==> config.mk <==
export PLATFORM = sky130hd
export DESIGN_NAME = diamond_collect_ctrl
export DESIGN_NICKNAME = d
export VERILOG_FILES = /design/src/rtl/diamond_collect_ctrl.sv
export SDC_FILE = /design/constraint.sdc
export NUM_CORES = 1
export LEC_CHECK = 0
export CAP_MARGIN = 20
export CORE_ASPECT_RATIO = 1.4
export CORE_UTILIZATION = 51
export CTS_BUF_LIST = sky130_fd_sc_hd__clkbuf_16
export CTS_CLUSTER_SIZE = 40
export DETAILED_ROUTE_END_ITERATION = 7
export PLACE_DENSITY_LB_ADDON = 0.2
export SETUP_SLACK_MARGIN = 0.02
export SYNTH_ARGS = -nofsm -noshare
export SYNTH_HDL_FRONTEND = slang
export SYNTH_SLANG_ARGS = --single-unit
==> constraint.sdc <==
create_clock -name Clk -period 2.3 [get_ports Clk]
set_input_delay 0.69 -clock Clk [delete_from_list [all_inputs] [get_ports Clk]]
set_output_delay 0.69 -clock Clk [all_outputs]
set_load 0.1 [all_outputs]
==> src/rtl/diamond_collect_ctrl.sv <==
// Diamond collection controller: each frame_tick scans six diamonds once and credits the matching-colour player.
// Optional macro DIAMOND_RESPAWN_EN lets level_restart restore all diamonds and scores.
module diamond_collect_ctrl #(
    parameter logic [5:0] RED_MASK = 6'b000111
) (
    input  logic       Clk,
    input  logic       Reset,
    input  logic       frame_tick,
    input  logic [5:0] fire_hit,
    input  logic [5:0] water_hit,
    input  logic       level_restart,
    output logic [5:0] visible,
    output logic [2:0] fire_score,
    output logic [2:0] water_score,
    output logic       collect_pulse,
    output logic [2:0] collect_idx,
    output logic       busy,
    output logic       all_collected
);

    typedef enum logic [1:0] {
        ST_IDLE = 2'd0,
        ST_SCAN = 2'd1,
        ST_DONE = 2'd2
    } state_t;

    state_t     r_state;
    state_t     w_next_state;
    logic [2:0] r_idx;
    logic [5:0] r_fire_snap;
    logic [5:0] r_water_snap;
    logic [5:0] r_visible;
    logic [2:0] r_fire_score;
    logic [2:0] r_water_score;
    logic       r_pulse;
    logic [2:0] r_cidx;
    logic       r_busy;
    logic       r_all;
    logic       w_restart;
    logic       w_red;
    logic       w_qual;

    function automatic logic [2:0] sat_inc(input logic [2:0] v);
        return (v == 3'd7) ? v : (v + 3'd1);
    endfunction

`ifdef DIAMOND_RESPAWN_EN
    assign w_restart = level_restart;
`else
    logic w_unused_restart;
    assign w_unused_restart = level_restart;
    assign w_restart        = 1'b0;
`endif

    // Next-state logic and qualification of the diamond under the scan index
    always_comb begin
        w_next_state = r_state;
        w_red        = RED_MASK[r_idx];
        w_qual       = 1'b0;
        case (r_state)
            ST_IDLE: begin
                if (frame_tick) begin
                    w_next_state = ST_SCAN;
                end else begin
                    w_next_state = ST_IDLE;
                end
            end
            ST_SCAN: begin
                w_qual = r_visible[r_idx] &
                         (w_red ? r_fire_snap[r_idx] : r_water_snap[r_idx]);
                if (r_idx == 3'd5) begin
                    w_next_state = ST_DONE;
                end else begin
                    w_next_state = ST_SCAN;
                end
            end
            ST_DONE: begin
                w_next_state = ST_IDLE;
            end
            default: begin
                w_next_state = ST_IDLE;
            end
        endcase
    end

    // State register; reset and restart both force IDLE
    always_ff @(posedge Clk) begin
        if (Reset || w_restart) begin
            r_state <= ST_IDLE;
        end else begin
            r_state <= w_next_state;
        end
    end

    // Datapath: snapshots, scan index, visibility, scores and strobes
    always_ff @(posedge Clk) begin
        if (Reset || w_restart) begin
            r_idx         <= 3'd0;
            r_fire_snap   <= 6'd0;
            r_water_snap  <= 6'd0;
            r_visible     <= 6'b111111;
            r_fire_score  <= 3'd0;
            r_water_score <= 3'd0;
            r_pulse       <= 1'b0;
            r_cidx        <= 3'd0;
            r_busy        <= 1'b0;
            r_all         <= 1'b0;
        end else begin
            r_pulse <= 1'b0;
            r_busy  <= (w_next_state != ST_IDLE);
            case (r_state)
                ST_IDLE: begin
                    if (frame_tick) begin
                        r_fire_snap  <= fire_hit;
                        r_water_snap <= water_hit;
                        r_idx        <= 3'd0;
                    end
                end
                ST_SCAN: begin
                    if (w_qual) begin
                        r_visible[r_idx] <= 1'b0;
                        r_pulse          <= 1'b1;
                        r_cidx           <= r_idx;
                        if (w_red) begin
                            r_fire_score <= sat_inc(r_fire_score);
                        end else begin
                            r_water_score <= sat_inc(r_water_score);
                        end
                    end
                    r_idx <= (r_idx == 3'd5) ? 3'd0 : (r_idx + 3'd1);
                end
                ST_DONE: begin
                    // visible already reflects the idx 5 decision made at the previous edge
                    if (r_visible == 6'd0) begin
                        r_all <= 1'b1;
                    end
                    r_idx <= 3'd0;
                end
                default: begin
                    r_idx <= 3'd0;
                end
            endcase
        end
    end

    assign visible       = r_visible;
    assign fire_score    = r_fire_score;
    assign water_score   = r_water_score;
    assign collect_pulse = r_pulse;
    assign collect_idx   = r_cidx;
    assign busy          = r_busy;
    assign all_collected = r_all;

endmodule

==> insert_results.sql <==
INSERT INTO impl_metrics (metric_group, metric, value, unit) VALUES
('setup_path', 'critical_path.cell_chain', 'nor2b_2, and3_1, nor3_2, nor4_4, mux2_4', ''),
('power', 'finalPower', '0.00147', 'W'),
('synthesis', 'synth_warnings', '0', ''),
('synthesis', 'mappedNetlistArea', '1710', 'sq um'),
('placed_design', 'dp_hpwl', '2520', 'microns'),
('synthesis', 'yosys.area_share.simple', '27.5', '%'),
('setup_path', 'cp_data_required_time', '2460', 'ps'),
('setup_path', 'critical_path_class', 'flip-flop to flip-flop', ''),
('global_route', 'globalRouteTotalUtil', '22.1', '%'),
('synthesis', 'post_synth_fa_ha_maj_area_fraction', '2.93', '%'),
('worst_hold_path', 'hp-class', 'flip-flop to flip-flop', ''),
('synthesis', 'portion_of_synthesized_cell_area_occupied_by_the_leading_cell_type', '42.2', '%'),
('sta', 'postLayoutSetupSlackWorst', '262', 'ps'),
('routing', 'detail_route.iter0.violations', '67', ''),
('setup_path', 'slowest_stage', 'dfxtp_1', ''),
('power', 'power-per-cell-area', '675', 'nW/um^2'),
('sta', 'tns', '0', 'ps'),
('global_route', 'grt_antenna_before_repair', '0', ''),
('synthesis', 'postSynthNetCount', '210', ''),
('global_route', 'grt_pass1_vias', '1380', ''),
('power', 'vdd.ir_drop.worst', '698', 'uV'),
('placed_design', 'place_ws', '272', 'ps'),
('sta', 'max_freq', '0.491', 'GHz'),
('sta', 'fin_skew', '3.90', 'ps'),
('sta', 'final_setup_violating_endpoints', '0', ''),
('die', 'design.portCount', '34', ''),
('worst_hold_path', 'critical_hold_path_startpoint', 'r_water_snap[4]', ''),
('power', 'p_leak', '0.837', 'nW'),
('routing', 'drt_pass1_iterations', '4', ''),
('die', 'die_height', '70.5', 'microns'),
('setup_path', 'worst_r2r_path_depth', '5', ''),
('layout', 'final.fill_count', '263', ''),
('synthesis', 'yosysTopAreaCell', 'dfxtp_1', ''),
('clock_tree', 'cts_resized', '0', ''),
('die', 'die_w', '50.9', 'microns'),
('synthesis', 'synth_seq_area_share', '42.2', '%'),
('global_route', 'grt_first_pass_wirelength', '5970', 'microns'),
('synthesis', 'synth.mux.area_fraction', '9.82', '%'),
('die', 'floorplan.initialDensity', '54.2', '%'),
('synthesis', 'synth_top_cells_by_count', '36 x dfxtp_1, 27 x nand2_1, 23 x a21oi_1', ''),
('setup_path', 'r2r_setup_slack', '260', 'ps'),
('layout', 'antenna_cells_inserted', '0', ''),
('die', 'area_of_the_die', '3590', 'sq um'),
('sta', 'worst_case_headroom_to_the_max_slew_limit', '62.9', '%'),
('routing', 'avgRoutedWirePerCell', '13.3', 'microns'),
('worst_hold_path', 'min_to', 'r_water_snap[4]', ''),
('clock_tree', 'tritoncts', 'built', ''),
('synthesis', 'synth_most_common_cell', 'dfxtp_1', ''),
('die', 'core_area', '3150', 'sq um'),
('sta', 'timing.hold.ws', '455', 'ps'),
('synthesis', 'number_of_synthesized_flops_with_an_enable_pin', '0', ''),
('synthesis', 'synthDistinctLibCells', '37', ''),
('synthesis', 'syn-instance-count', '190', ''),
('synthesis', 'dominant_combinational_cell_family_by_area_after_synthesis', 'simple AND/OR/NAND/NOR gates', ''),
('synthesis', 'synth.area.top_cells', 'dfxtp_1 42%, a21oi_1 6.7%, nand2_1 5.9%', ''),
('setup_path', 'worstReg2RegEnd', 'water_score[0]', ''),
('sta', 'grt_setup_unrepaired', 'false', ''),
('sta', 'timing_max_transition_violations_final', '0', ''),
('layout', 'final_cell_count_no_fill', '264', ''),
('placed_design', 'gpl.final_weighted_congestion', '0.815', ''),
('synthesis', 'postSynth.asyncResetShare', '0', '%'),
('setup_path', 'timing.critical_path.arrival', '2200', 'ps'),
('status', 'status', 'finished clean', ''),
('clock_tree', 'cts-buffers-inserted', '5', ''),
('clock_tree', 'clockRootBuffer', 'clkbuf_16', ''),
('setup_path', 'critical_path.endpoint_type', 'flip-flop', ''),
('clock_tree', 'cts.repair_timing.setup_buffer_count', '0', ''),
('setup_path', 'crit_family', 'simple AND/OR/NAND/NOR gates', ''),
('sta', 'final_period_minus_worst_setup_slack', '2040', 'ps'),
('clock_tree', 'clk-insertion-delay-late', '280', 'ps'),
('layout', 'drive_gt1_share', '19.6', '%');
## worst max-delay path by stage
| stage | startpoint | to | slack, ps | cells after the start |
|---|---|---|---|---|
| after floorplan | visible[4] | fire_score[0] | 30 | 5 |
| after global placement | r_idx[2] | water_score[0] | 310 | 5 |
| after detailed placement | r_idx[2] | fire_score[0] | 270 | 5 |
| after CTS | r_idx[2] | fire_score[2] | 260 | 6 |
| after global routing | r_idx[2] | water_score[0] | 150 | 5 |
| final | r_idx[2] | water_score[0] | 260 | 5 |
## through the flow
| step | cell area, sq um | util, % |
|---|---|---|
| floorplan | 1710 | - |
| global placement | 2040 | 64.6 |
| detailed placement | 2040 | 64.6 |
| CTS | 2180 | 69.0 |
| global route | 2180 | 69.0 |
| finish | 2180 | 69.0 |
## power by group
group          switching (W)  total (W)  internal, W
logic               0.000103   0.000177    0.0000731
clock network       0.000240   0.000633     0.000393
registers          0.0000140   0.000658     0.000644
total               0.000358    0.00147      0.00111
## tightest hold or removal path: stages (launching register included)
cell and delay [ps]:
dfxtp_1 310, nand2_1 50, a21oi_1 50
## sequential cells by signal, indices dropped and copies added, names as in the netlist
name	flops
all_collected	1
r_water_snap	6
busy	1
water_score	3
collect_pulse	1
visible	6
r_idx	3
r_fire_snap	6
r_state	2
collect_idx	3
fire_score	3
w_red	1
## kinds of logic (layout without fill, tap and decap cells)
kind of cell    count (synthesis)  in the layout
simple gates                   87             87
buf+inv                        13             48
fa+ha+maj                       4              4
compound gates                 35             35
flops                          36             36
mux                            15             15
## routing by layer
metal	wire length (microns)	vias to the layer above	GRT usage, %
li1	-	717	-
met1	1450	638	24.9
met2	1790	36	37.6
met3	156	12	6.32
met4	107	0	9.88
met5	0	-	0
## area by class of cell
type / count / area, sq um / area share (%)
clock inverter: 3 / 15.0 / 0.690
clock buffer: 5 / 125 / 5.75
tap: 39 / 48.8 / 2.24
multi-input combinational: 141 / 926 / 42.6
sequential: 36 / 721 / 33.1
inverter: 2 / 7.51 / 0.345
timing repair buffer: 38 / 333 / 15.3
## cell usage in the layout (no fill, tap or decap), types with 2 or more instances in the layout
cell	instances
nor4_1	3
ha_1	4
dfxtp_1	36
a211oi_4	2
clkbuf_16	5
mux2i_1	10
mux2_2	2
nand2_1	27
inv_1	3
nor4_4	2
clkdlybuf4s50_1	14
mux2_4	3
nor3_1	6
buf_4	23
a21oi_1	23
nor2_1	17
nand2b_1	16
or2_2	2
nor2b_1	6
o21ai_0	2
No activity file was read; power rests on OpenSTA's default activity.
